===== src/rtl/clock_time_counter.sv =====
// Digital clock timekeeping: 1 Hz prescaler, BCD HH:MM:SS and a two-button time-set FSM.
// Define CLOCK_12H_EN to show hours in 12-hour form with a PM flag (internal time stays 24 h).
module clock_time_counter #(
    parameter int TICK_DIV = 100000000,
    parameter int PRESC_W  = 27
) (
    input  logic       clk,
    input  logic       clr,
    input  logic       btn_mode,
    input  logic       btn_inc,
    output logic [3:0] in1,
    output logic [3:0] in2,
    output logic [3:0] in3,
    output logic [3:0] in4,
    output logic [7:0] sec_bcd,
    output logic       sec_tick,
    output logic [1:0] mode,
    output logic       pm
);

    typedef enum logic [1:0] {
        RUN     = 2'b00,
        SET_HR  = 2'b01,
        SET_MIN = 2'b10
    } mode_e;

    localparam logic [PRESC_W-1:0] PRESC_MAX = PRESC_W'(TICK_DIV - 1);

    mode_e              state_q, state_d;
    logic               mode_prev_q, inc_prev_q;
    logic [PRESC_W-1:0] presc_q, presc_d;
    logic               tick_q, tick_d;
    logic [3:0]         sec_t_q, sec_u_q, min_t_q, min_u_q, hr_t_q, hr_u_q;
    logic [3:0]         sec_t_d, sec_u_d, min_t_d, min_u_d, hr_t_d, hr_u_d;

    logic mode_press, inc_press;
    logic in_run, restart, inc_hr, inc_min;
    logic sec_step, sec_carry, min_step, min_carry, hr_step;

    assign mode_press = btn_mode & ~mode_prev_q;
    assign inc_press  = btn_inc & ~inc_prev_q;

    always_ff @(posedge clk) begin
        if (clr) begin
            state_q <= RUN;
        end else begin
            state_q <= state_d;
        end
    end

    always_comb begin
        state_d = state_q;
        if (mode_press) begin
            case (state_q)
                RUN:     state_d = SET_HR;
                SET_HR:  state_d = SET_MIN;
                default: state_d = RUN;
            endcase
        end
    end

    // A mode press always wins over an inc press on the same edge.
    always_comb begin
        in_run  = (state_q == RUN);
        restart = mode_press & ((state_q == RUN) | (state_q == SET_MIN));
        inc_hr  = inc_press & ~mode_press & (state_q == SET_HR);
        inc_min = inc_press & ~mode_press & (state_q == SET_MIN);
        mode    = state_q;
    end

    assign sec_step  = in_run & tick_q & ~mode_press;
    assign sec_carry = sec_step & (sec_t_q == 4'd5) & (sec_u_q == 4'd9);
    assign min_step  = sec_carry | inc_min;
    assign min_carry = sec_carry & (min_t_q == 4'd5) & (min_u_q == 4'd9);
    assign hr_step   = min_carry | inc_hr;

    always_comb begin
        presc_d = presc_q;
        tick_d  = 1'b0;
        sec_t_d = sec_t_q;
        sec_u_d = sec_u_q;
        min_t_d = min_t_q;
        min_u_d = min_u_q;
        hr_t_d  = hr_t_q;
        hr_u_d  = hr_u_q;

        if (restart) begin
            presc_d = '0;
        end else if (in_run) begin
            if (presc_q == PRESC_MAX) begin
                presc_d = '0;
                tick_d  = 1'b1;
            end else begin
                presc_d = presc_q + PRESC_W'(1);
            end
        end

        if (restart) begin
            sec_t_d = 4'd0;
            sec_u_d = 4'd0;
        end else if (sec_step) begin
            if (sec_u_q != 4'd9) begin
                sec_u_d = sec_u_q + 4'd1;
            end else begin
                sec_u_d = 4'd0;
                sec_t_d = (sec_t_q == 4'd5) ? 4'd0 : sec_t_q + 4'd1;
            end
        end

        if (min_step) begin
            if (min_u_q != 4'd9) begin
                min_u_d = min_u_q + 4'd1;
            end else begin
                min_u_d = 4'd0;
                min_t_d = (min_t_q == 4'd5) ? 4'd0 : min_t_q + 4'd1;
            end
        end

        if (hr_step) begin
            if ((hr_t_q == 4'd2) && (hr_u_q == 4'd3)) begin
                hr_t_d = 4'd0;
                hr_u_d = 4'd0;
            end else if (hr_u_q == 4'd9) begin
                hr_t_d = hr_t_q + 4'd1;
                hr_u_d = 4'd0;
            end else begin
                hr_u_d = hr_u_q + 4'd1;
            end
        end
    end

    always_ff @(posedge clk) begin
        if (clr) begin
            mode_prev_q <= 1'b0;
            inc_prev_q  <= 1'b0;
            presc_q     <= '0;
            tick_q      <= 1'b0;
            sec_t_q     <= 4'd0;
            sec_u_q     <= 4'd0;
            min_t_q     <= 4'd0;
            min_u_q     <= 4'd0;
            hr_t_q      <= 4'd0;
            hr_u_q      <= 4'd0;
        end else begin
            mode_prev_q <= btn_mode;
            inc_prev_q  <= btn_inc;
            presc_q     <= presc_d;
            tick_q      <= tick_d;
            sec_t_q     <= sec_t_d;
            sec_u_q     <= sec_u_d;
            min_t_q     <= min_t_d;
            min_u_q     <= min_u_d;
            hr_t_q      <= hr_t_d;
            hr_u_q      <= hr_u_d;
        end
    end

    assign in3      = min_t_q;
    assign in4      = min_u_q;
    assign sec_bcd  = {sec_t_q, sec_u_q};
    assign sec_tick = tick_q;

`ifdef CLOCK_12H_EN
    // Display digits are derived from next-state hours so they change on the same edge.
    logic [4:0] hr_bin, hr12;
    logic [3:0] disp_t_d, disp_u_d, disp_t_q, disp_u_q;
    logic       pm_d, pm_q;

    always_comb begin
        hr_bin = 5'(hr_t_d) * 5'd10 + 5'(hr_u_d);
        if (hr_bin == 5'd0) begin
            hr12 = 5'd12;
        end else if (hr_bin > 5'd12) begin
            hr12 = hr_bin - 5'd12;
        end else begin
            hr12 = hr_bin;
        end
        disp_t_d = (hr12 >= 5'd10) ? 4'd1 : 4'd0;
        disp_u_d = (hr12 >= 5'd10) ? 4'(hr12 - 5'd10) : 4'(hr12);
        pm_d     = (hr_bin >= 5'd12);
    end

    always_ff @(posedge clk) begin
        if (clr) begin
            disp_t_q <= 4'd0;
            disp_u_q <= 4'd0;
            pm_q     <= 1'b0;
        end else begin
            disp_t_q <= disp_t_d;
            disp_u_q <= disp_u_d;
            pm_q     <= pm_d;
        end
    end

    assign in1 = disp_t_q;
    assign in2 = disp_u_q;
    assign pm  = pm_q;
`else
    assign in1 = hr_t_q;
    assign in2 = hr_u_q;
    assign pm  = 1'b0;
`endif

endmodule


===== config.mk =====
export PLATFORM = sky130hd
export DESIGN_NAME = clock_time_counter
export DESIGN_NICKNAME = d
export VERILOG_FILES = /design/src/rtl/clock_time_counter.sv
export SDC_FILE = /design/constraint.sdc
export NUM_CORES = 1
export LEC_CHECK = 0
export CORE_MARGIN = 2
export CORE_UTILIZATION = 60
export CTS_CLUSTER_SIZE = 25
export DETAILED_ROUTE_END_ITERATION = 10
export DONT_BUFFER_PORTS = 1
export PLACE_DENSITY = 0.87
export RECOVER_POWER = 25
export SETUP_SLACK_MARGIN = 0.3
export SLEW_MARGIN = 20
export SYNTH_ARGS = -nofsm -noshare
export SYNTH_HDL_FRONTEND = slang
export SYNTH_SLANG_ARGS = --single-unit
export TNS_END_PERCENT = 10

===== constraint.sdc =====
create_clock -name clk -period 2.35 [get_ports clk]
set_input_delay 0.47 -clock clk [delete_from_list [all_inputs] [get_ports clk]]
set_output_delay 0.47 -clock clk [all_outputs]
set_load 0.02 [all_outputs]

==> results of run 1 <==
-- state kept, by name (all words and copies together), names as in the netlist --
signal / flops
in4: 4
presc_q: 27
mode_prev_q: 1
sec_t_q: 4
in3: 4
sec_tick: 1
sec_u_q: 4
inc_prev_q: 1
in2: 4
mode: 2
in1: 4
-- routing by layer --
layer	share of wire	wire, um	global-route usage	vias up
li1	-	-	-	1136
met1	0.40	2206	0.2469	1078
met2	0.53	2952	0.4239	46
met3	0.051	285	0.06125	11
met4	0.017	95	0.1048	0
met5	0	0	0	-
-- critical path, stage by stage, from the launching register on --
cell	delay [ns]
dfxtp_2	0.33
or3b_4	0.39
or4_4	0.42
and2_4	0.16
or3b_4	0.38
mux2_4	0.30
-- repair_timing --
item,CTS,global route
setup buffers,1,0
endpoints found under the setup margin,27,30
hold buffers,0,0
pin swaps,3,1
hold endpoints to repair,0,0
resized for setup,4,6
-- cells by family after synthesis --
group / Yosys count / synth area share
flip-flops: 56 / 0.4139
XOR/XNOR: 31 / 0.1002
AO/OA/AOI/OAI: 40 / 0.09053
buffers and inverters: 21 / 0.03325
other: 1 / 0.001384
multiplexers: 6 / 0.02402
AND/OR/NAND/NOR: 152 / 0.3136
adder cells (fa/ha/maj): 5 / 0.02309
-- final timing paths --
check                                  end  slack (ns)  depth (start not counted)
worst max-delay path                in1[2]        0.28                          5
worst min-delay path                in1[3]        0.20                          1
worst max register to register      in1[2]        0.28                          5
worst min register to register  presc_q[1]        0.51                          2
-- power by group through the flow --
stage / Clock, mW / Combinational [mW] / Sequential, mW
global route: 0.773 / 0.0874 / 0.967
finish: 0.723 / 0.0808 / 0.966
CTS: 0.740 / 0.0827 / 0.966
floorplan: 0 / 0.0559 / 0.991
detailed placement: 0 / 0.0798 / 0.988
global placement: 0 / 0.0770 / 0.987
-- cells in the final DEF (no fill, tap or decap), types with 4 or more instances in the layout --
master / n
inv_1: 11
dfxtp_1: 52
mux2i_1: 5
nor3_1: 10
nor2_1: 46
o21ai_0: 8
and4_1: 4
clkbuf_8: 5
nor3b_1: 4
nand3_1: 11
nand4_1: 5
xnor2_1: 22
buf_4: 14
nand2_1: 21
clkbuf_1: 11
ha_1: 5
xor2_1: 9
nand2b_1: 6
nor4_1: 7
a21oi_1: 13
nor2b_1: 5
and3_1: 4
dfxtp_2: 4
-- metrics by stage --
stage / worst slack, ns / std cells / cell area [um2]
CTS: 0.2550 / 387 / 3083
finish: 0.2794 / 387 / 3069
global route: 0.2418 / 387 / 3069
global placement: 0.2176 / 379 / 2929
detailed placement: 0.1910 / 379 / 2929
floorplan: 0.2028 / 312 / 2716
-- area by class of cell --
class	instances	area, um2	share of cell area
Multi-Input combinational cell	235	1541	0.5022
Sequential cell	56	1126	0.3669
Timing Repair Buffer	26	166.4	0.05422
Clock buffer	5	68.82	0.02242
Tap cell	52	65.06	0.02120
Clock inverter	2	60.06	0.01957
Inverter	11	41.29	0.01345
==> metrics.md, run 1 <==
| Metric | Value |
|---|---|
| Antenna violations before repair | `0` |
| Drt first pass iters | `4` |
| Worst Setup SP | `sec_t_q[1]` |
| NetSw | `0.3584 mW` |
| Internal Power | `1.411 mW` |
| IO buf count | `0` |
| Most instantiated cells after synthesis | `dfxtp_1, nor2_1, xnor2_1, nand2_1, a21oi_1` |
| Max-cap viol count | `0` |
| HP Class | `in2reg` |
| DR vias/cell | `5.868` |
| Root buffer cell | `clkbuf_8` |
| Global route total overflow | `0` |
| Element type at the critical path end | `flop` |
| Initial Util | `0.6221` |
| Sequential share of power | `0.546` |
| Vias | `2271` |
| FILL cells | `343` |
| DPL Wire Length | `3.991 mm` |
| CP required | `2.56 ns` |
| Drt wl/cell | `14.32 um` |
| Drt drc | `0` |
| Worst R2R Start | `sec_t_q[1]` |
| Layout Nets | `344` |
| Post-Route Setup TNS | `0 ns` |
| Gate power share | `0.046` |
| Pwr Total | `1.769 mW` |
| Period Utilization, post-route | `0.8811` |
| CTS tree | `built` |
| Final setup viols | `0` |
| Post-synth top area share | `0.4139` |
| Synth warn | `0` |
| Post-synth design cell area | `2709 um2` |
| Worst-Margin Slew | `0.4965 ns` |
| Core area | `4354 um2` |
| Fin. Hold Viols | `0` |
| Clk pin slew, worst setup/hold paths | `0.10 ns` |
| Clock Latency Late Sink | `0.31 ns` |
| Fmax | `0.4830 GHz` |
| Total GRT Usage | `0.2319` |
| First-pass GRT wire length | `9.549 mm` |
| Die height | `71.19 um` |
| Hold path start | `clr` |
| Number of global-route vias before repair | `2268` |
| FF+latch count, synth | `56` |
| Critical-path maximum fanout | `5` |
| Relative slew slack | `0.6665` |
| Hold WS | `0.2009 ns` |
| Leakage | `1.056 nW` |
| Number of diodes | `0` |
| Post-Syn Nets | `321` |
| H-tree levels | `2` |
| Avg Cell Area, Syn | `8.682 um2` |
| P per Cell Area | `576.5 nW/um2` |
| Sequential fraction of the synthesis area | `0.4139` |
| Worst EP arrival | `2.28 ns` |
| Util after Layout | `0.7049` |
| I/O Pins | `32` |
| Peak VDD IR | `0.4509 mV` |
| Primary FF master, synth | `dfxtp_1` |
| Share of cells above drive strength 1 | `0.1254` |
| Final RePlAce weighted congestion | `0.8239` |
| Num CTS Buffers | `5` |
| Ys async rst share | `0` |
| Crit Path Category | `reg2reg` |
| Power share of the clock group | `0.409` |
| Final min period | `2.071 ns` |
| Row cnt | `24` |
| Sw Share | `0.2025` |
| CTS Buffer Depth | `2` |
| Pin count of the biggest net entering global routing | `26` |
| Post-synth cell types | `52` |
| Most common cell in the netlist | `dfxtp_1` |
| Clk_skew | `0.01109 ns` |
| Layout area overhead | `13.30%` |
| Largest area contributor in the netlist | `dfxtp_1` |
| Final ANT Viol Nets | `0` |
| EDFF count, synth | `0` |
| Die Wd | `71.19 um` |
| Synth Instances | `312` |
| # clock sinks | `56` |
| Startpoint Class | `flop` |
| Unrepaired setup endpoints after global routing | `true` |
| Slew Limit Fails | `0` |
| Iteration-0 DRC Markers | `110` |
| Status | `finished, final reports clean` |
| Synth area leaders | `dfxtp_1, xnor2_1, nor2_1, nand2_1, xor2_1` |
| Die Footprint | `5068 um2` |
| Total wire length | `5.540 mm` |
Power figures use the tool's default switching activity.
==> inputs of run 2 (changes only) <==
Settings changed: CORE_MARGIN 2 to default, SLEW_MARGIN 20 to 5, TNS_END_PERCENT 10 to default.
==> metrics.md, run 2 (same netlist as run 1, synthesis figures left out) <==
| Metric | Value |
|---|---|
| Commonest non-fill, non-tap cells in the layout | `dfxtp_1, nor2_1, xnor2_1` |
| CTS tree | `built` |
| Critical-path maximum fanout | `7` |
| Reg2Reg Setup Slack | `0.22 ns` |
| Iteration-0 DRC Markers | `87` |
| Largest register by flop count | `presc_q` |
| Max-cap viol count | `0` |
| Pin count of the biggest net entering global routing | `27` |
| Final setup viols | `0` |
| Sequential share of power | `0.542` |
| First-pass GRT wire length | `9.535 mm` |
| Final RePlAce weighted congestion | `0.8451` |
| Crit Path Category | `reg2reg` |
| Antenna violations before repair | `0` |
| Drt wl/cell | `15.01 um` |
| Total GRT Usage | `0.2428` |
| Period Utilization, post-route | `0.9055` |
| Max FFs per register | `27` |
| HP Class | `in2reg` |
| Element type at the critical path end | `flop` |
| Number of diodes | `0` |
| Die height | `69.19 um` |
| Drt drc | `0` |
| Initial Util | `0.6221` |
| Number of global-route vias before repair | `2197` |
| DPL Wire Length | `3.899 mm` |
| Worst EP arrival | `2.33 ns` |
| Die Footprint | `4787 um2` |
| Final min period | `2.128 ns` |
| Die Wd | `69.19 um` |
| Sw Share | `0.2056` |
| Post-Route Setup TNS | `0 ns` |
| Area post-placement | `2922 um2` |
| Leakage | `1.064 nW` |
| Vias | `2276` |
| # clock sinks | `56` |
| Hold WS | `0.2105 ns` |
| Row cnt | `24` |
| Drt first pass iters | `4` |
| Pwr Total | `1.782 mW` |
| Slew Limit Fails | `0` |
| Root buffer cell | `clkbuf_8` |
| Startpoint Class | `flop` |
| Core area | `4354 um2` |
| H-tree levels | `2` |
| CTS Buffer Depth | `2` |
| Fin. Hold Viols | `0` |
| Peak VDD IR | `0.4121 mV` |
| Num CTS Buffers | `5` |
| Clock Latency Late Sink | `0.31 ns` |
| Final instance area | `3090 um2` |
| Internal Power | `1.415 mW` |
| Layout area overhead | `14.09%` |
| Util after Layout | `0.7098` |
| Power share of the clock group | `0.410` |
| IO buf count | `0` |
| NetSw | `0.3663 mW` |
| DR vias/cell | `5.866` |
| Gate power share | `0.048` |
| Status | `finished, final reports clean` |
| Layout Nets | `345` |
| Clk_skew | `0.01296 ns` |
| CP required | `2.56 ns` |
| Relative slew slack | `0.6181` |
| Global route total overflow | `0` |
| Total wire length | `5.822 mm` |
| Worst-Margin Slew | `0.5685 ns` |
| Most common cell after layout, fill and taps aside | `dfxtp_1` |
| Fmax | `0.4699 GHz` |
| P per Cell Area | `576.5 nW/um2` |
| Clk pin slew, worst setup/hold paths | `0.10 ns` |
| Unrepaired setup endpoints after global routing | `true` |
| Final ANT Viol Nets | `0` |
| I/O Pins | `32` |
| Share of cells above drive strength 1 | `0.1280` |
run 2: stage by stage:
stage / setup slack (ns) / std cells
after global placement: 0.2209 / 378
after CTS: 0.2353 / 385
final: 0.2220 / 388
after detailed placement: 0.1969 / 378
after floorplan: 0.2028 / 312
after global routing: 0.1964 / 388
run 2: power by group through the flow:
stage	logic (mW)	registers [mW]	clock network [mW]
2_1_floorplan	0.0559	0.991	0
3_3_place_gp	0.0730	0.987	0
3_5_place_dp	0.0760	0.988	0
4_1_cts	0.0762	0.966	0.738
5_1_grt	0.0937	0.968	0.772
6_report	0.0850	0.966	0.730
run 2: path summary, 6_finish.rpt:
| kind | from | endpoint | cells after the start |
|---|---|---|---|
| max reg2reg | sec_t_q[1] | in1[2] | 5 |
| min | clr | mode_prev_q | 1 |
| min reg2reg | mode[0] | mode[0] | 2 |
| max | sec_t_q[1] | in1[2] | 5 |
run 2: layout make-up:
cell class,count,area (um2)
flip-flops and latches,56,1125
repair buffers,27,195.2
fillers,336,1264
clock inverters,2,60.06
inverters,11,41.29
multi-input cells,235,1535
well taps,52,65.06
clock buffers,5,68.82
run 2: worst max-delay path, stage by stage, from the launching register on:
cell and delay [ns]:
dfxtp_2 0.34, or3b_4 0.39, or4_4 0.43, and2_4 0.17, or3b_4 0.39, mux2_4 0.30
run 2: per-layer routing:
metal / global-route usage / vias up / share of wire
li1: - / 1139 / -
met4: 0.08390 / 0 / 0.016
met3: 0.05378 / 11 / 0.035
met5: 0 / - / 0
met1: 0.2679 / 1076 / 0.42
met2: 0.4531 / 50 / 0.53
run 2: timing repair:
item / in CTS / in global routing
setup endpoints to repair: 5 / 30
pin swaps: 1 / 5
hold buffers: 0 / 0
gates resized for setup: 0 / 8
cloned: 0 / 1
setup buffers: 0 / 2
==> inputs of run 3 (changes only) <==
Settings changed: CELL_PAD_IN_SITES_DETAIL_PLACEMENT from default to 0, CELL_PAD_IN_SITES_GLOBAL_PLACEMENT from default to 2, CORE_UTILIZATION 60 to 38, PLACE_DENSITY 0.87 to 0.89.
==> metrics.md, run 3 (same netlist as run 1, synthesis figures left out) <==
| Metric | Value |
|---|---|
| Initial Util | `0.3965` |
| FILL cells | `684` |
| CP required | `2.56 ns` |
| CTS tree | `built` |
| Drt wl/cell | `12.91 um` |
| Crit-path max cell delay | `0.53 ns` |
| Core area | `6832 um2` |
| Drt drc | `0` |
| Die Wd | `86.43 um` |
| IO buf count | `0` |
| Gate power share | `0.071` |
| Util after Layout | `0.4725` |
| Total wire length | `5.706 mm` |
| R2R cell count | `5` |
| DPL Wire Length | `3.845 mm` |
| Commonest non-fill, non-tap cells in the layout | `dfxtp_1, nor2_1, xnor2_1` |
| Hold path cells | `1` |
| Vias | `2228` |
| Post-Route Setup TNS | `0 ns` |
| Number of global-route vias before repair | `2020` |
| Total GRT Usage | `0.1570` |
| Peak VDD IR | `0.2976 mV` |
| Power share of the clock group | `0.335` |
| HP Class | `in2reg` |
| H-tree levels | `2` |
| DR vias/cell | `5.041` |
| Sequential share of power | `0.595` |
| Slew Limit Fails | `0` |
| Drt first pass iters | `4` |
| Die height | `86.43 um` |
| CTS Buffer Depth | `2` |
| Place WS | `0.1787 ns` |
| Unrepaired setup endpoints after global routing | `true` |
| Num CTS Buffers | `5` |
| Fin. Hold Viols | `0` |
| Leakage | `1.104 nW` |
| Final setup viols | `0` |
| Largest register by flop count | `presc_q` |
| Final min period | `2.090 ns` |
| Placed Cells | `423` |
| Fmax | `0.4785 GHz` |
| Final ANT Viol Nets | `0` |
| Worst EP arrival | `2.30 ns` |
| Clk pin slew, worst setup/hold paths | `0.10 ns` |
| Clk_skew | `0.007945 ns` |
| Internal Power | `1.259 mW` |
| Pwr Total | `1.624 mW` |
| Most common cell after layout, fill and taps aside | `dfxtp_1` |
| First-pass GRT wire length | `9.232 mm` |
| Final Instance Count excl. Fillers | `442` |
| Sw Share | `0.2252` |
| CP max-delay cell | `or4_4` |
| Clock Latency Late Sink | `0.31 ns` |
| Root buffer cell | `clkbuf_8` |
| Layout Nets | `354` |
| Final WS setup | `0.2602 ns` |
| Startpoint Class | `flop` |
| Critical-path maximum fanout | `7` |
| Die Footprint | `7470 um2` |
| Final RePlAce weighted congestion | `0.7265` |
| Element type at the critical path end | `flop` |
| Global route total overflow | `0` |
| Status | `finished, final reports clean` |
| Crit Path Category | `reg2reg` |
| I/O Pins | `32` |
| Layout area overhead | `19.17%` |
| CP cell instances | `nand4bb_4, or4_4, and2_4, or3b_4, mux2_4` |
| Row cnt | `30` |
| P per Cell Area | `503.2 nW/um2` |
| Pin count of the biggest net entering global routing | `26` |
| NetSw | `0.3659 mW` |
| # clock sinks | `56` |
| Number of diodes | `0` |
| Max FFs per register | `27` |
| Period Utilization, post-route | `0.8893` |
| Max-cap viol count | `0` |
| Share of cells above drive strength 1 | `0.1416` |
| Iteration-0 DRC Markers | `103` |
| Antenna violations before repair | `0` |
## run 3: changes by cell type in the layout (fill, tap and decap cells not counted), sizes merged
cell      before  now
bufinv         2    0
clkinvlp       0    1
buf           16   23
clkbuf        16   20
## run 3: power by group through the flow
| stage | Combinational (mW) | Sequential (mW) | Clock (mW) |
|---|---|---|---|
| after floorplan | 0.0559 | 0.991 | 0 |
| after global placement | 0.0775 | 0.988 | 0 |
| after detailed placement | 0.0785 | 0.988 | 0 |
| after CTS | 0.0934 | 0.966 | 0.569 |
| after global routing | 0.124 | 0.968 | 0.608 |
| final | 0.115 | 0.966 | 0.544 |
## run 3: path summary, 6_finish.rpt
kind | to | slack [ns] | start
worst max-delay path | in1[2] | 0.26 | mode[0]
worst min-delay path | in4[3] | 0.22 | clr
worst max register to register | in1[2] | 0.26 | mode[0]
worst min register to register | presc_q[1] | 0.51 | presc_q[1]
## run 3: area by class of cell
cell class,instances,area [um2],share of cell area
clock buffers,7,86.33,0.02674
multi-input cells,235,1533,0.4748
well taps,96,120.1,0.03721
inverters,11,41.29,0.01279
clock inverters,1,7.507,0.002326
repair buffers,36,316.6,0.09806
flip-flops and latches,56,1124,0.3481
## run 3: timing repair
action	in CTS	in global routing
hold buffers	0	0
resized for setup	3	8
pin swaps	1	5
gates cloned	1	2
buffers inserted	4	4
endpoints found under the setup margin	26	30
## run 3: critical path, delay by kind of cell, from the launching register on
kind | cells | cell delay (ns)
multiplexers | 1 | 0.30
flip-flops | 1 | 0.35
AND/OR/NAND/NOR | 4 | 1.34
## run 3: metrics by stage
stage / hold WS [ns] / instance area, um2
after detailed placement: 0.4877 / 2984
final: 0.2171 / 3228
after global placement: 0.4847 / 2984
after global routing: 0.1923 / 3228
after CTS: 0.1959 / 3158
after floorplan: 0.4657 / 2716
## run 3: routing by layer
layer	vias up	track usage	wire length (um)
li1	1151	-	-
met1	1033	0.1915	2673
met2	38	0.2742	2729
met3	6	0.03524	246
met4	0	0.05000	55
met5	-	0	0
